**src/rtl/decode_pkg.sv**
```systemverilog
// Shared types and tables for the second decode stage: channel uop layout,
// expanded output layout and format id table.
package decode_pkg;

  localparam int unsigned NUM_FMT_DEF = 6;
  localparam int unsigned ADDR_W_DEF  = 64;
  localparam int unsigned OPC_W_DEF   = 6;

  localparam int unsigned REG_W     = 5;
  localparam int unsigned BITS_W    = 4;
  localparam int unsigned XOP_W     = 10;
  localparam int unsigned IMM_RAW_W = 16;
  localparam int unsigned IMM_WID_W = 5;
  localparam int unsigned IMM_SH_W  = 6;
  localparam int unsigned IMM_W     = 64;
  localparam int unsigned FMT_ID_W  = 5;

  localparam logic [FMT_ID_W-1:0] FMT_D  = 5'd3;
  localparam logic [FMT_ID_W-1:0] FMT_DQ = 5'd4;
  localparam logic [FMT_ID_W-1:0] FMT_DS = 5'd5;
  localparam logic [FMT_ID_W-1:0] FMT_X  = 5'd15;
  localparam logic [FMT_ID_W-1:0] FMT_MD = 5'd9;
  localparam logic [FMT_ID_W-1:0] FMT_XO = 5'd19;

  localparam logic [FMT_ID_W-1:0] FMT_ID [NUM_FMT_DEF] =
    '{FMT_D, FMT_DQ, FMT_DS, FMT_X, FMT_MD, FMT_XO};

  typedef struct packed {
    logic [REG_W-1:0]     rt;
    logic [REG_W-1:0]     ra;
    logic [REG_W-1:0]     rb;
    logic                 rt_en;
    logic                 ra_en;
    logic                 rb_en;
    logic                 imm_en;
    logic [BITS_W-1:0]    bits;
    logic [XOP_W-1:0]     xopcode;
    logic [IMM_RAW_W-1:0] imm_raw;
    logic [IMM_WID_W-1:0] imm_width;
    logic                 imm_signed;
    logic [IMM_SH_W-1:0]  imm_shift;
  } chan_uop_t;

  localparam int unsigned UOP_W = $bits(chan_uop_t);

  // Expanded record; address and opcode are appended below it by the stage.
  typedef struct packed {
    logic [REG_W-1:0]    rt;
    logic [REG_W-1:0]    ra;
    logic [REG_W-1:0]    rb;
    logic                rt_en;
    logic                ra_en;
    logic                rb_en;
    logic                imm_en;
    logic [BITS_W-1:0]   bits;
    logic [XOP_W-1:0]    xopcode;
    logic [IMM_W-1:0]    imm;
    logic [FMT_ID_W-1:0] fmt_id;
  } out_base_t;

  localparam int unsigned OUT_BASE_W = $bits(out_base_t);
  localparam int unsigned OUT_W      = OUT_BASE_W + ADDR_W_DEF + OPC_W_DEF;

  // Channels beyond the default table fall back to their own index.
  function automatic logic [FMT_ID_W-1:0] fmt_id_of(input int unsigned k);
    if (k < NUM_FMT_DEF) return FMT_ID[3'(k)];
    return FMT_ID_W'(k);
  endfunction

  function automatic logic [UOP_W-1:0] pack_uop(
    input logic [REG_W-1:0]     rt,
    input logic [REG_W-1:0]     ra,
    input logic [REG_W-1:0]     rb,
    input logic [3:0]           en,
    input logic [BITS_W-1:0]    bits,
    input logic [XOP_W-1:0]     xopcode,
    input logic [IMM_RAW_W-1:0] imm_raw,
    input logic [IMM_WID_W-1:0] imm_width,
    input logic                 imm_signed,
    input logic [IMM_SH_W-1:0]  imm_shift
  );
    chan_uop_t u;
    u.rt         = rt;
    u.ra         = ra;
    u.rb         = rb;
    u.rt_en      = en[3];
    u.ra_en      = en[2];
    u.rb_en      = en[1];
    u.imm_en     = en[0];
    u.bits       = bits;
    u.xopcode    = xopcode;
    u.imm_raw    = imm_raw;
    u.imm_width  = imm_width;
    u.imm_signed = imm_signed;
    u.imm_shift  = imm_shift;
    return u;
  endfunction

endpackage

```
**src/rtl/decode_mux_stage_imm_expand.sv**
```systemverilog
// Combinational immediate expansion: mask to width, sign/zero extend, shift.
module imm_expand
  import decode_pkg::*;
(
  input  logic [IMM_RAW_W-1:0] imm_raw,
  input  logic [IMM_WID_W-1:0] imm_width,
  input  logic                 imm_signed,
  input  logic [IMM_SH_W-1:0]  imm_shift,
  input  logic                 imm_enable,
  output logic [IMM_W-1:0]     imm_c
);

  logic [IMM_WID_W-1:0] eff_w;
  logic [IMM_W-1:0]     mask;
  logic [IMM_W-1:0]     ext;
  logic                 sign;

  always_comb begin
    // Widths above the raw field collapse to the full raw field.
    eff_w = (imm_width > 5'd16) ? 5'd16 : imm_width;
    mask  = (IMM_W'(1) << eff_w) - IMM_W'(1);
    sign  = imm_signed && (eff_w != '0) && imm_raw[4'(eff_w - 5'd1)];
    ext   = (IMM_W'(imm_raw) & mask) | (sign ? ~mask : '0);
    imm_c = imm_enable ? (ext << imm_shift) : '0;
  end

endmodule

```
**src/rtl/decode_mux_stage.sv**
```systemverilog
// Priority mux over format-decoder channels into a 2-entry skid buffer.
// Optional multi-hot checker: define DECODE_MUX_MULTIHOT_CHECK_EN.
module decode_mux_stage
  import decode_pkg::*;
#(
  parameter int unsigned NUM_FMT = NUM_FMT_DEF,
  parameter int unsigned ADDR_W  = ADDR_W_DEF,
  parameter int unsigned OPC_W   = OPC_W_DEF
) (
  input  logic                                  clock_i,
  input  logic                                  reset_i,
  input  logic                                  flush_i,
  input  logic [NUM_FMT-1:0]                    fmtValid_i,
  input  logic [NUM_FMT*UOP_W-1:0]              fmtUop_i,
  input  logic [ADDR_W-1:0]                     instructionAddress_i,
  input  logic [OPC_W-1:0]                      opcode_i,
  output logic                                  inReady_o,
  output logic                                  valid_o,
  input  logic                                  ready_i,
  output logic [OUT_BASE_W+ADDR_W+OPC_W-1:0]    uop_o,
  output logic                                  multiHot_o,
  output logic [7:0]                            multiHotCount_o
);

  localparam int unsigned REC_W = OUT_BASE_W + ADDR_W + OPC_W;

  chan_uop_t           sel_uop;
  logic [FMT_ID_W-1:0] sel_id;
  logic [IMM_W-1:0]    imm_c;
  out_base_t           base_c;
  logic [REC_W-1:0]    rec_c;
  logic                push_c;
  logic                pop_c;

  logic [REC_W-1:0]    mem_q [2];
  logic                wr_ptr_q;
  logic                rd_ptr_q;
  logic [1:0]          count_q;

  // Lowest-index valid channel wins.
  always_comb begin
    sel_uop = '0;
    sel_id  = '0;
    for (int k = int'(NUM_FMT) - 1; k >= 0; k--) begin
      if (fmtValid_i[k]) begin
        sel_uop = fmtUop_i[k*UOP_W +: UOP_W];
        sel_id  = fmt_id_of(k);
      end
    end
  end

  imm_expand u_imm_expand (
    .imm_raw    (sel_uop.imm_raw),
    .imm_width  (sel_uop.imm_width),
    .imm_signed (sel_uop.imm_signed),
    .imm_shift  (sel_uop.imm_shift),
    .imm_enable (sel_uop.imm_en),
    .imm_c      (imm_c)
  );

  always_comb begin
    base_c         = '0;
    base_c.rt      = sel_uop.rt;
    base_c.ra      = sel_uop.ra;
    base_c.rb      = sel_uop.rb;
    base_c.rt_en   = sel_uop.rt_en;
    base_c.ra_en   = sel_uop.ra_en;
    base_c.rb_en   = sel_uop.rb_en;
    base_c.imm_en  = sel_uop.imm_en;
    base_c.bits    = sel_uop.bits;
    base_c.xopcode = sel_uop.xopcode;
    base_c.imm     = imm_c;
    base_c.fmt_id  = sel_id;
    rec_c          = {base_c, instructionAddress_i, opcode_i};
  end

  assign inReady_o = (count_q < 2'd2);
  assign valid_o   = (count_q != 2'd0);
  assign uop_o     = valid_o ? mem_q[rd_ptr_q] : '0;
  assign push_c    = (|fmtValid_i) && inReady_o && !flush_i;
  assign pop_c     = valid_o && ready_i;

  // Storage is left unreset; the head is qualified by count.
  always_ff @(posedge clock_i) begin
    if (push_c) mem_q[wr_ptr_q] <= rec_c;
  end

  always_ff @(posedge clock_i or posedge reset_i) begin
    if (reset_i) begin
      wr_ptr_q <= 1'b0;
      rd_ptr_q <= 1'b0;
      count_q  <= 2'd0;
    end else if (flush_i) begin
      wr_ptr_q <= 1'b0;
      rd_ptr_q <= 1'b0;
      count_q  <= 2'd0;
    end else begin
      if (push_c) wr_ptr_q <= ~wr_ptr_q;
      if (pop_c)  rd_ptr_q <= ~rd_ptr_q;
      case ({push_c, pop_c})
        2'b10:   count_q <= count_q + 2'd1;
        2'b01:   count_q <= count_q - 2'd1;
        default: count_q <= count_q;
      endcase
    end
  end

`ifdef DECODE_MUX_MULTIHOT_CHECK_EN
  logic multi_c;
  assign multi_c = ((fmtValid_i & (fmtValid_i - NUM_FMT'(1))) != '0) && inReady_o;

  always_ff @(posedge clock_i or posedge reset_i) begin
    if (reset_i) begin
      multiHot_o      <= 1'b0;
      multiHotCount_o <= 8'd0;
    end else if (multi_c) begin
      multiHot_o <= 1'b1;
      if (multiHotCount_o != 8'hFF) multiHotCount_o <= multiHotCount_o + 8'd1;
    end
  end
`else
  assign multiHot_o      = 1'b0;
  assign multiHotCount_o = 8'd0;
`endif

endmodule

```
**config.mk**
```make
export PLATFORM = sky130hd
export DESIGN_NAME = decode_mux_stage
export DESIGN_NICKNAME = d
export VERILOG_FILES = /design/src/rtl/decode_pkg.sv /design/src/rtl/decode_mux_stage_imm_expand.sv /design/src/rtl/decode_mux_stage.sv
export SDC_FILE = /design/constraint.sdc
export NUM_CORES = 1
export LEC_CHECK = 0
export ABC_AREA = 0
export CAP_MARGIN = 15
export CORE_ASPECT_RATIO = 1.4
export CORE_MARGIN = 5
export CORE_UTILIZATION = 25
export CTS_CLUSTER_DIAMETER = 30
export DETAILED_ROUTE_END_ITERATION = 8
export DONT_BUFFER_PORTS = 1
export PLACE_DENSITY = 0.41
export SYNTH_ARGS = -nofsm -noshare
export SYNTH_HDL_FRONTEND = slang
export SYNTH_SLANG_ARGS = --single-unit
```
**constraint.sdc**
```tcl
create_clock -name clock_i -period 42.9 [get_ports clock_i]
set_input_delay 8.58 -clock clock_i [delete_from_list [all_inputs] [get_ports clock_i]]
set_output_delay 8.58 -clock clock_i [all_outputs]
set_load 0.02 [all_outputs]
```
After elaboration in Yosys (flattened, before gate mapping) --
Memory sizes are Yosys's and may differ from the RTL's. Cells that the tools add are included.
Operators by class: magnitude comparators 3, reduce and logical (&&, ||, !) cells 12, bitwise logic cells 5, multiplexer cells 38, add/sub/neg operators 4, shift-type cells 2, equal/unequal tests 2
Operators by type and width (number):
- two-way mux 61 bit | 6
- two-way mux 172 bit | 1
- two-way mux 64 bit | 2
- bitwise AND 16 x 64 -> 64 bit | 1
- inverter 64 bit | 1
- bitwise OR 64 bit | 1
- << shifter 1 x 5 -> 64 bit, first input constant | 1
- << shifter 64 x 6 -> 64 bit | 1
- subtractor 64 x 2 -> 64 bit, second input constant | 1
- two-way mux 5 bit | 8
- two-way mux 1 bit | 13
- two-way mux 4 bit | 2
- two-way mux 3 bit | 2
- nonzero test 2 bit | 3
- OR reduction 6 bit | 1
- > comparator 5 bit, second input constant | 1
- logical AND 1 bit | 5
- < comparator 4 x 5 -> 1 bit, second input constant | 1
- nonzero test 5 bit | 1
- binary-select mux 1 bit (select 4 bit) | 1
- two-way mux 2 bit | 2
- case mux 2 bit (2 select lines) | 1
- subtractor 4 x 1 -> 4 bit, second input constant | 1
- nonzero test 3 bit | 1
- 7 further kinds | 8
Storage, ports and cells: bits in writable memories 344, output and inout bits 183, input bits 446, memories 1, register bits 4
Memories:
- mem_q | depth 2, width 172, read ports 1, clocked after memory_dff 0, wr ports 1, RTL line decode_mux_stage.sv:35 | logic [REC_W-1:0] mem_q [2];

Depth between registers and ports, before layout --
depth after elaboration 16, depth in mapped cells 25, gate-level depth less buffers 21

Hierarchy --
A second synthesis with hierarchy kept.
Second synthesis, totals: cell total of the unflattened synthesis 2012, area total of the unflattened synthesis 21174.1 µm²
Modules (own cells, without submodules):
- decode_mux_stage | times used 1, sequential area each 10430.0 µm², cells each 1276, area each 16502.1 µm²
- imm_expand | times used 1, sequential area each 0.0 µm², cells each 736, area each 4672.0 µm²

Worst setup path after synthesis --
Ideal clock, no wire load.
kind input to register, start point input port fmtValid_i[0], end point memory mem_q[1][0] in the netlist's numbering, enable pin, arrival 27.175 ns, stages on the path 6, setup slack 14.541 ns, path buffers 3, cell sequence clkbuf_1 clkinv_1 clkbuf_1 clkbuf_1 and3_1 nor4b_1
On the way: longest elaborated chain between the ends 5
Ends and longest elaborated chain:
- start, declared | RTL line decode_mux_stage.sv:13 | input logic [NUM_FMT-1:0] fmtValid_i,
- OR reduction 6 bit | RTL line decode_mux_stage.sv:80 | assign push_c = (|fmtValid_i) && inReady_o && !flush_i;
- logical AND 1 bit (2 in series) | RTL line decode_mux_stage.sv:80
- two-way mux 1 bit | RTL line decode_mux_stage.sv:85 | if (push_c) mem_q[wr_ptr_q] <= rec_c;
- two-way mux 1 bit (implied by the code) | RTL line decode_mux_stage.sv:85
- end, declared | RTL line decode_mux_stage.sv:35
Every way passes these cells.

Worst setup path in the final report --
start point input port fmtValid_i[5], end point memory mem_q[0][123] in the netlist's numbering (data pin)
On the way: longest elaborated chain between the ends 16, elaborated cells on any way between the ends 22
Ends and longest elaborated chain:
- two-way mux 61 bit (*) (6 in series) | RTL line decode_mux_stage.sv:45 | if (fmtValid_i[k]) begin
- parallel branches: the longest is 9 deep, another holds subtractor 64 x 2 -> 64 bit
- two-way mux 64 bit (*) | RTL line decode_mux_stage_imm_expand.sv:24 | imm_c = imm_enable ? (ext << imm_shift) : '0;
- named net imm_c[48] | RTL line decode_mux_stage.sv:29 | logic [IMM_W-1:0] imm_c;
Mark *: on every way through the listed nets, which the timed path passes. The select of a mux whose other input is x is not followed.

==> results.cfg <==
[critical_path]
cp.required_ns = 43.24
reg2reg_from = count_q[1]$_DFFE_PP0P_
crit_end = mem_q[0][123]$_DFFE_PP_
crit_path_cell_trace = nor2b_4, buf_4, a221oi_1, o2bb2ai_1, buf_4, nor2_1, inv_1, ha_1, clkinv_1, mux2i_1, nor3_1, nor4b_4, nor3_4, buf_4, a21boi_0, a21oi_1, mux2i_1, o21ai_0, o311a_1
crit_path_start = fmtValid_i[5]
critPathMaxStageDelay_ns = 0.81
crit_type = primary input to flip-flop
reg2reg_to = mem_q[1][116]$_DFFE_PP_
r2r_cells = 3
cp_common_cell = buf_4
cp.arrival_ns = 14.52
cp-start-kind = primary input
endpoint_kind = flip-flop
r2r_slack_ns = 39.62
cp_slowest_cell = nor4b_4
crit_fanout = 60

[global_routing]
overflow = 0
grt_use_total_pct = 19.4
grt_max_degree = 121
first_global_vias = 17200
antenna_found_initial = 7
grt_pass1_wl_um = 126000

[placement]
portBuffers = 0
pre_cts_ws_ns = 28.19
placed_cell_area_mm2 = 0.0215
gp_congestion = 0.961
dpl.hpwl_um = 68800

[timing]
tightest_slew_ns = 1.16
grt_setup_unrepaired = no
fin_crit_sh_pct = 33.1
slew_viol_final = 0
relSlewSlack_pct = 21.9
setup_violations = 0
worst_slack_ns = 28.72
period_minus_slack_ns = 14.18
hold_viol_final = 0
skew_ns = 0.0241
fin_tns_setup_ns = 0
fmax_mhz = 70.5
hold_ws_ns = 0.588

[clock_tree]
cts_root_buf = clkbuf_16
clk_pin_slew_ns = 0.05
clock_path_buffers = 3
cts_tree = built
cts_resized = 0
cts.sinks = 348
htreeDepth = 3
cts-buffers-inserted = 69
clk-insertion-delay-late_ns = 0.59
cts_setup_buffers = 0
postCtsHoldBufs = 0

[layout]
drive_above_1_share_pct = 9.05
final_common_cell = nor2_1
design_area_mm2 = 0.0238
final_core_util_pct = 29.2
area_delta_synth_final_pct = 16.1
fillers = 8610
seqCellArea_mm2 = 0.0104
final_cell_mix = 412 x nor2_1, 344 x edfxtp_1, 190 x mux2i_1
multi_input_area_mm2 = 0.00938
nets = 2469

[routing]
routed_wirelength_um = 89800
dr.pass1.iters = 6
wl_per_cell_um = 28.5
ant_nets = 0
vias = 17100
avgViaCountPerCell = 5.44
drc = 0
drt_iter0_drc = 1437

[yosys]
synth_flop_cell = edfxtp_1
syn_avg_cell_area_um2 = 9.86
yosysWarnings = 0
ys_types = 92
synth.cell_area_mm2 = 0.0205
ys_ff_latch = 348
seq_area_frac_synth_pct = 50.8
synth_cells = 2083
synth_edf_count = 344
async_flop_share_pct = 1.15

[pwr]
leakagePower_nw = 8.00
p_sw_mw = 0.396
power.share.clock_pct = 43.1
seq_power_share_pct = 33.9
switching_share_pct = 32.1
ir_drop_mv = 0.0322
p_comb_share_pct = 23.0
power.internal_mw = 0.838
powerDensity_mw_per_mm2 = 51.7

[floorplan]
io_pins = 629
initial_core_util_pct = 25.2
die_x_um = 252
die_area_mm2 = 0.0880
fp-row-count = 124
core_mm2 = 0.0816
die_h_um = 349

[worst_hold_path]
hold_path_class = flip-flop to flip-flop
hold_depth = 2

[status]
status = finished, final reports clean

[job]
cap_violations = 0
[synth_stat cells (all sizes together), types with 13 or more instances]
master | number | area, µm²
o21ai | 119 | 607
a221oi | 31 | 290
a21o | 14 | 105
edfxtp | 344 | 10300
a21oi | 189 | 961
a22oi | 43 | 323
clkbuf | 112 | 422
o21a | 17 | 128
mux2i | 192 | 1920
o211ai | 20 | 150
a211oi | 27 | 220
nand2b | 13 | 81.3
nand2 | 150 | 563
nor3 | 26 | 146
nand3 | 31 | 160
inv | 18 | 67.6
nor2 | 414 | 1560
o31ai | 25 | 188
o22ai | 27 | 175
buf | 67 | 340
[power by group through the flow]
stage | Sequential (mW) | Combinational, mW | Clock, mW
detailed placement | 0.424 | 0.284 | 0
floorplan | 0.435 | 0.199 | 0
global route | 0.420 | 0.305 | 0.563
CTS | 0.418 | 0.285 | 0.546
global placement | 0.424 | 0.285 | 0
finish | 0.418 | 0.284 | 0.532
[registers in the layout, indices dropped and copies added (netlist names)]
register and flops:
rd_ptr_q 1, wr_ptr_q 1, mem_q 344, count_q 2
[how the worst min path moves through the flow]
stage                               startpoint                    to  slack (ns)
after floorplan           wr_ptr_q$_DFFE_PP0P_  wr_ptr_q$_DFFE_PP0P_        0.52
after global routing      wr_ptr_q$_DFFE_PP0P_  wr_ptr_q$_DFFE_PP0P_        0.66
after global placement    wr_ptr_q$_DFFE_PP0P_  wr_ptr_q$_DFFE_PP0P_        0.58
after detailed placement  wr_ptr_q$_DFFE_PP0P_  wr_ptr_q$_DFFE_PP0P_        0.58
final                     wr_ptr_q$_DFFE_PP0P_  wr_ptr_q$_DFFE_PP0P_        0.59
after CTS                 wr_ptr_q$_DFFE_PP0P_  wr_ptr_q$_DFFE_PP0P_        0.59
[per-layer routing]
| layer | GRT usage (%) | vias up | part of all wire, % |
|---|---|---|---|
| met5 | 0 | - | 0 |
| met3 | 4.90 | 128 | 8.2 |
| li1 | - | 7687 | - |
| met2 | 34.1 | 882 | 50 |
| met1 | 23.1 | 8408 | 39 |
| met4 | 6.12 | 0 | 2.8 |
[stage by stage]
stage | power (mW) | std cells
detailed placement | 0.709 | 3015
floorplan | 0.633 | 2091
global placement | 0.708 | 3015
CTS | 1.25 | 3137
global route | 1.29 | 3146
finish | 1.23 | 3146
[cell families after synthesis]
logic type                 Yosys count  share of synthesized area, %
AOI/OAI and AO/OA                  624                          20.2
adders and majority gates            7                         0.427
and+or+nand+nor                    698                          14.4
muxes                              201                          9.85
xor gates and xnor gates             4                         0.171
DFF                                348                          50.8
buffers and inverters              199                          4.08
other                                2                        0.0366
[worst max-delay path: cells and delay by family]
kind                     cells  cell delay [ns]
AO/OA/AOI/OAI                6             1.81
adder cells (fa/ha/maj)      1             0.46
buffers and inverters        5             1.67
multiplexers                 2             0.75
AND/OR/NAND/NOR              5             1.20
[cell type report]
class | instances | share of cell area (%)
Antenna cell | 8 | 0.0840
Clock buffer | 78 | 7.47
Clock inverter | 44 | 2.38
Inverter | 20 | 0.315
Multi-Input combinational cell | 1544 | 39.3
Sequential cell | 348 | 43.8
Tap cell | 1071 | 5.62
Timing Repair Buffer | 33 | 1.03
Power figures use the tool's default switching activity.
